<file path="config.mk">
export PLATFORM = sky130hd
export DESIGN_NAME = alu_operand_sequencer
export DESIGN_NICKNAME = d
export VERILOG_FILES = /design/src/rtl/alu_operand_sequencer.sv
export SDC_FILE = /design/constraint.sdc
export NUM_CORES = 1
export LEC_CHECK = 0
export CAP_MARGIN = 20
export CORE_MARGIN = 2
export CORE_UTILIZATION = 40
export CTS_CLUSTER_DIAMETER = 40
export DETAILED_ROUTE_END_ITERATION = 10
export PLACE_DENSITY = 0.75
export SLEW_MARGIN = 15
export SYNTH_ARGS = -nofsm -noshare
export SYNTH_HDL_FRONTEND = slang
export SYNTH_SLANG_ARGS = --single-unit
export TNS_END_PERCENT = 20
</file>
<file path="constraint.sdc">
create_clock -name clk -period 1.5 [get_ports clk]
set_input_delay 0.15 -clock clk [delete_from_list [all_inputs] [get_ports clk]]
set_output_delay 0.15 -clock clk [all_outputs]
set_load 0.01 [all_outputs]
</file>
<file path="src/rtl/alu_operand_sequencer.sv">
// Collects opcode/A/B words from a valid/ready stream and holds them for the logic unit
// until the downstream side accepts the transaction.
module alu_operand_sequencer #(
  parameter int unsigned WIDTH = 16,
  parameter int unsigned CNT_W = 8
) (
  input  logic             clk,
  input  logic             reset,
  input  logic             in_valid,
  input  logic [WIDTH-1:0] in_data,
  output logic             in_ready,
  input  logic             flush,
  output logic             out_valid,
  input  logic             out_ready,
  output logic [1:0]       op,
  output logic [WIDTH-1:0] a,
  output logic [WIDTH-1:0] b,
  output logic [CNT_W-1:0] issue_count,
  output logic             bad_op
);

  typedef enum logic [1:0] {StOp, StA, StB, StIssue} state_e;

  state_e             state_q, state_d;
  logic [1:0]         op_q, op_d;
  logic [WIDTH-1:0]   a_q, a_d;
  logic [WIDTH-1:0]   b_q, b_d;
  logic [CNT_W-1:0]   cnt_q, cnt_d;
  logic               bad_q, bad_d;
  logic               in_acc;
  logic               out_acc;

  // Handshake readiness comes from registered state only.
  assign in_ready  = (state_q != StIssue);
  assign out_valid = (state_q == StIssue);
  assign in_acc    = in_valid && in_ready;
  assign out_acc   = out_valid && out_ready;

  always_comb begin
    state_d = state_q;
    op_d    = op_q;
    a_d     = a_q;
    b_d     = b_q;
    cnt_d   = cnt_q;
    bad_d   = bad_q;
    if (flush) begin
      state_d = StOp;
    end else begin
      unique case (state_q)
        StOp: begin
          if (in_acc) begin
            op_d    = in_data[1:0];
            // Malformed opcode words are still used; only the sticky flag records them.
            if (in_data[WIDTH-1:2] != '0) bad_d = 1'b1;
            state_d = StA;
          end
        end
        StA: begin
          if (in_acc) begin
            a_d     = in_data;
            state_d = StB;
          end
        end
        StB: begin
          if (in_acc) begin
            b_d     = in_data;
            state_d = StIssue;
          end
        end
        StIssue: begin
          if (out_acc) begin
            cnt_d   = cnt_q + 1'b1;
            state_d = StOp;
          end
        end
        default: state_d = StOp;
      endcase
    end
  end

  always_ff @(posedge clk) begin
    if (reset) begin
      state_q <= StOp;
      op_q    <= '0;
      a_q     <= '0;
      b_q     <= '0;
      cnt_q   <= '0;
      bad_q   <= 1'b0;
    end else begin
      state_q <= state_d;
      op_q    <= op_d;
      a_q     <= a_d;
      b_q     <= b_d;
      cnt_q   <= cnt_d;
      bad_q   <= bad_d;
    end
  end

  assign op          = op_q;
  assign a           = a_q;
  assign b           = b_q;
  assign issue_count = cnt_q;
  assign bad_op      = bad_q;

endmodule

</file>
==> impl_metrics.json <==
{
  "fin_cells": 342,
  "cp.required_ns": 1.71,
  "switching_share_pct": 21.9,
  "num_vias": 1723,
  "die_area_um2": 5200,
  "drc": 0,
  "cp.arrival_ns": 1.66,
  "grt_pass1_vias": 1576,
  "grt_pass1_wl_um": 7280,
  "antenna_found_initial": 0,
  "rows": 24,
  "ioPinCount": 66,
  "min_to": "a[12]",
  "final_util_pct": 62.1,
  "most-common-layout-cells": "nand2_1 (69), clkdlybuf4s50_1 (63), dfxtp_1 (43)",
  "syn_area_per_cell_um2": 8.47,
  "ctsHoldBuffers": 0,
  "holdWs_ns": 0.453,
  "clock_latency_ns": 0.28,
  "fin_total_pwr_mw": 2.10,
  "die_w_um": 72.1,
  "cts_num_sinks": 45,
  "hold_viol": 0,
  "ys_warn_count": 0,
  "synthFlopType": "dfxtp_1",
  "synth_area_um2": 1860,
  "dp_hpwl_um": 3420,
  "place_ws_ns": -0.155,
  "cts.path.max_buffers": 2,
  "power_density_nw_per_um2": 766,
  "p_leak_nw": 0.960,
  "wire_per_inst_um": 13.2,
  "htree_levels": 2,
  "final_common_cell": "nand2_1",
  "maxCapViolCount": 0,
  "nFillCells": 396,
  "via_per_inst": 5.04,
  "grt_usage_pct": 17.8,
  "timing.rr.start": "state_q[0]",
  "numPlacedInstances": 336,
  "synth-edff-count": 0,
  "path_clk_slew_ns": 0.08,
  "worst_slew_pin_slew_ns": 0.350,
  "min_path_cells": 2,
  "dr.pass1.iters": 4,
  "ys_seq_elements": 45,
  "start_util_pct": 42.0,
  "fmax_mhz": 692,
  "slew_viol_final": 0,
  "drt-initial-drc-count": 132,
  "worstSetupPathType": "flop to flop",
  "p_comb_share_pct": 10.3,
  "synth_cell_types": 32,
  "cp-start-kind": "flop",
  "cts_buffers": 5,
  "timing.final.ws_setup_ns": 0.0541,
  "cts_root_buf": "clkbuf_8",
  "cts_tree": "built",
  "clock_skew_ns": 0.00223,
  "hold_path_class": "flop to flop",
  "numPortBuffers": 65,
  "relSlewSlack_pct": 76.4,
  "critical_path.startpoint": "state_q[0]",
  "grt_overflow": 0,
  "seqPwrFrac_pct": 58.3,
  "vdd_ir_drop_max_mv": 0.444,
  "gp_congestion": 0.823,
  "ant_nets": 0,
  "wirelength_um": 4520,
  "power.share.clock_pct": 31.4,
  "rsz0062_at_grt": "yes",
  "ys_seq_area_share_pct": 48.6,
  "hp-start": "a[12]",
  "r2r_cells": 4,
  "setup_viol": 0,
  "cts_setup_buffers": 0,
  "area_growth_pct": 47.8,
  "die_h_um": 72.1,
  "core_um2": 4410,
  "cp_max_fo": 10,
  "end_kind": "flop",
  "r2r_end": "issue_count[7]",
  "antenna_cells": 0,
  "post-route-period-util_pct": 96.4,
  "rrSetupSlack_ns": 0.05,
  "netlist_instances": 219,
  "post-route-min-period_ns": 1.45,
  "status": "complete, no violations",
  "nets": 318,
  "grt_max_degree": 37,
  "drive_gt1_share_pct": 10.3,
  "async_reset_ff_share_pct": 0,
  "p_switching_mw": 0.460,
  "syn_nets": 246,
  "intPower_mw": 1.64
}
-- power groups by stage --
stage	logic (mW)	registers [mW]	clock network (mW)
after floorplan	0.0751	1.26	0
after global placement	0.214	1.25	0
after detailed placement	0.216	1.25	0
after CTS	0.216	1.22	0.683
after global routing	0.235	1.23	0.732
final	0.217	1.22	0.660
-- layer usage --
metal	vias up	GRT usage, %	share of wire (%)
met3	2	3.33	5.8
met5	-	0	0
met2	47	28.0	48
li1	879	-	-
met1	795	25.3	46
met4	0	4.40	0.75
-- synthesized netlist by cell type, types with 2 or more instances --
master     instances  area [um2]
a21oi_1           37         185
and4bb_2           3        37.5
buf_2              4        20.0
buf_4              2        15.0
buf_6              2        22.5
clkbuf_1           3        11.3
clkbuf_2           2        10.0
dfxtp_1           45         901
ha_1               6        75.1
inv_1              4        15.0
mux2i_1            5        50.1
nand2_1           69         259
nand4_1            2        12.5
nand4bb_1          2        22.5
nor2_1             7        26.3
nor4_1             3        18.8
o21ai_0            4        20.0
o31ai_1            2        15.0
or3_1              2        12.5
or4_1              2        15.0
xor2_1             2        17.5
-- timing repair --
item                                   in CTS  in global routing
resized for setup                           3                  1
endpoints found under the hold margin       0                  0
cloned                                      0                  0
pin swaps                                   0                  0
setup endpoints to repair                   3                  4
-- critical path, stage by stage (launching register included) --
cell	delay, ns
dfxtp_2	0.38
ha_4	0.21
nand3b_4	0.10
or4_1	0.52
a21oi_1	0.16
-- flip-flops by register name, summed over array words and instances (netlist names) --
signal and flops:
a 16, b 16, bad_op 1, issue_count 8
op 2, state_q 2
-- kinds of logic after synthesis --
kind of cell / after synthesis / synth area share (%)
compound gates: 45 / 12.7
xor+xnor: 2 / 0.944
fa+ha+maj: 6 / 4.05
buf+inv: 18 / 5.53
flops: 45 / 48.6
mux: 5 / 2.70
simple gates: 98 / 25.6
-- worst max path at each step --
stage,cells past startpoint,to,slack [ns]
6_report,4,issue_count[7],0.05
2_1_floorplan,5,issue_count[7],0.03
5_1_grt,4,issue_count[7],-0.03
4_1_cts,4,issue_count[7],0.04
3_3_place_gp,4,issue_count[7],-0.07
3_5_place_dp,4,issue_count[7],-0.16
-- stage by stage --
stage / area, um2 / TNS (ns)
4_1_cts: 2740 / 0
6_report: 2740 / 0
2_1_floorplan: 1870 / 0
5_1_grt: 2740 / -0.0349
3_3_place_gp: 2670 / -0.144
3_5_place_dp: 2670 / -0.474
-- final cells by class --
class | instances | area, um2 | area share, %
flip-flops and latches | 45 | 903 | 32.9
multi-input cells | 156 | 870 | 31.7
repair buffers | 79 | 816 | 29.7
clock buffers | 5 | 68.8 | 2.51
well taps | 52 | 65.1 | 2.37
inverters | 4 | 15.0 | 0.547
clock inverters | 1 | 5.00 | 0.182
Note: power is estimated with default switching activity, not from simulation.
==> variant, RTL diff (same settings) <==
The parameter `CNT_W` goes from 8 to 9.
--- a/src/rtl/alu_operand_sequencer.sv
+++ b/src/rtl/alu_operand_sequencer.sv
@@ -4,3 +4,3 @@
   parameter int unsigned WIDTH = 16,
-  parameter int unsigned CNT_W = 8
+  parameter int unsigned CNT_W = 9
 ) (
Interface: changed (resized issue_count); port bits go from 66 to 67. No check against the original RTL was run, so the function may have changed too.
==> variant against the unedited design <==
Final cell count is 3.5% higher; via count is 7.3% higher; power is 14% higher; hold slack better by 0.0045 ns; critical path depth is 3 lower; setup slack worse by 0.015 ns; highest routed layer unchanged; count of clock-buffer cells in the layout stayed put; area after synthesis is 3.2% higher; cell area is 4.5% higher; routed wire length is 8.8% higher; maximum frequency is 1.1% lower; largest cell class unchanged; sequential cell count is 1 higher.
==> variant: results <==
synth:
  synth-compound-area-share_pct: 13.1
  synth_commonest_cells: "nand2_1 (71), dfxtp_1 (46), a21oi_1 (38)"
  synth-xor-area-share_pct: 0.915
  synthDistinctLibCells: 29
  synthAdderAreaFrac_pct: 3.92
  synth-seq-area-share_pct: 48.1
  synth_area_leaders: "dfxtp_1 (48%), nand2_1 (14%), a21oi_1 (9.9%), ha_1 (3.9%), mux2i_1 (2.6%)"
  async_reset_ff_share_pct: 0
  syn_nets: 253
  ys_warn_count: 0
  synthMuxAreaShare_pct: 2.61
worst_setup_path:
  slowest_stage: "clkdlybuf4s50_1"
  crit_arrival_ns: 1.31
  critical_path.max_stage_delay_ns: 0.58
  cp_top_family: "buffers and inverters"
  cp_max_fo: 7
power_and_ir_drop:
  sw_frac_of_total_pct: 22.6
  ir_drop_v: 0.000497
  p_leak_nw: 1.01
grt:
  grt_start_max_net_pins: 46
  first_global_vias: 1599
  met3_usage_pct: 4.70
  grtUsageMet2_pct: 27.2
  grt_antenna_before_repair: 0
  grt_pass1_wl_um: 7590
  track_usage_pct: 18.4
  grtUsageMet1_pct: 25.1
routing:
  vias: 1848
  wl_per_cell_um: 13.9
  first_pass_iters: 4
  drtIter0Drc: 177
placed_design:
  place_area_mm2: 0.00273
  place_congestion: 0.793
  numPortBuffers: 66
  detailed_place_hpwl_um: 3490
finish:
  diodes: 0
  layout-drive-gt1-share_pct: 11.7
  fillers: 416
  nets: 326
run_status:
  outcome: "complete, no violations"
clock_network:
  cts_max_level: 2
  path_clk_slew_ns: 0.08
  clock_latency_ns: 0.30
timing:
  fin_skew_ns: 0.00515
  worstMarginPinSlew_ns: 0.386
  finalMaxSlewViolations: 0
  finalHoldViolCount: 0
hold_path:
  min_path_type: "flop to flop"
## variant: cell count changes after synthesis, sizes merged, moves of 2 or more
| cell | change |
|---|---|
| clkbuf | +2 |
| o31ai | +2 |
| nand2 | +2 |
| or4 | +2 |
## variant: worst reg2reg max path, cell delays in order, from the launching register on
cell and delay, ns:
dfxtp_4 0.38, ha_4 0.20, nand4b_4 0.14, buf_4 0.16
or3_2 0.40, a21oi_1 0.12
## variant: final cells by class
type,instances,area (µm²),area share [%]
inverters,4,15.0,0.524
repair buffers,80,822,28.7
clock buffers,5,68.8,2.40
clock inverters,3,43.8,1.53
well taps,54,67.6,2.36
flip-flops and latches,46,930,32.4
multi-input cells,162,918,32.1
## variant: per-stage QoR
stage	hold WS [ns]	cells	util [%]	TNS [ns]	worst slack [ns]
after detailed placement	0.445	344	58.6	-0.338	-0.103
after CTS	0.458	352	61.1	0	0.0169
after global routing	0.477	354	61.5	-0.105	-0.0402
final	0.457	354	61.5	0	0.0386
after floorplan	0.283	226	-	0	0.00701
after global placement	0.441	344	58.6	-0.228	-0.0849
## variant: layer usage
layer	wire (µm)	up-vias	part of all wire, %
li1	-	912	-
met5	0	-	0
met3	262	11	5.3
met1	2200	857	45
met2	2340	68	48
met4	119	0	2.4
## variant: path summary, 6_finish.rpt
path	startpoint	end	slack (ns)	depth (start not counted)
worst max-delay path	issue_count[4]$_SDFFE_PP0P_	issue_count[4]	0.04	1
worst min-delay path	a[2]$_SDFFE_PP0P_	a[2]$_SDFFE_PP0P_	0.46	2
worst max register to register	state_q[1]$_SDFFE_PP0P_	issue_count[3]$_SDFFE_PP0P_	0.04	5
worst min register to register	a[2]$_SDFFE_PP0P_	a[2]$_SDFFE_PP0P_	0.46	2
## variant: cells by family after synthesis
| kind of cell | Yosys count |
|---|---|
| buffers and inverters | 19 |
| and+or+nand+nor | 101 |
| muxes | 5 |
| xor gates and xnor gates | 2 |
| DFF | 46 |
| AOI/OAI and AO/OA | 47 |
| adders and majority gates | 6 |
## variant: timing repair
item | 4_1_cts | 5_1_grt
endpoints found under the setup margin | 2 | 7
setup buffers | 0 | 1
pin swaps | 0 | 1
gates resized for setup | 5 | 2
gates cloned | 0 | 1
## variant: power by group through the flow
stage | Combinational (mW) | Clock (mW) | Sequential [mW]
6_report | 0.220 | 0.929 | 1.25
2_1_floorplan | 0.0746 | 0 | 1.28
5_1_grt | 0.239 | 1.01 | 1.25
3_3_place_gp | 0.217 | 0 | 1.28
4_1_cts | 0.219 | 0.955 | 1.25
3_5_place_dp | 0.218 | 0 | 1.28
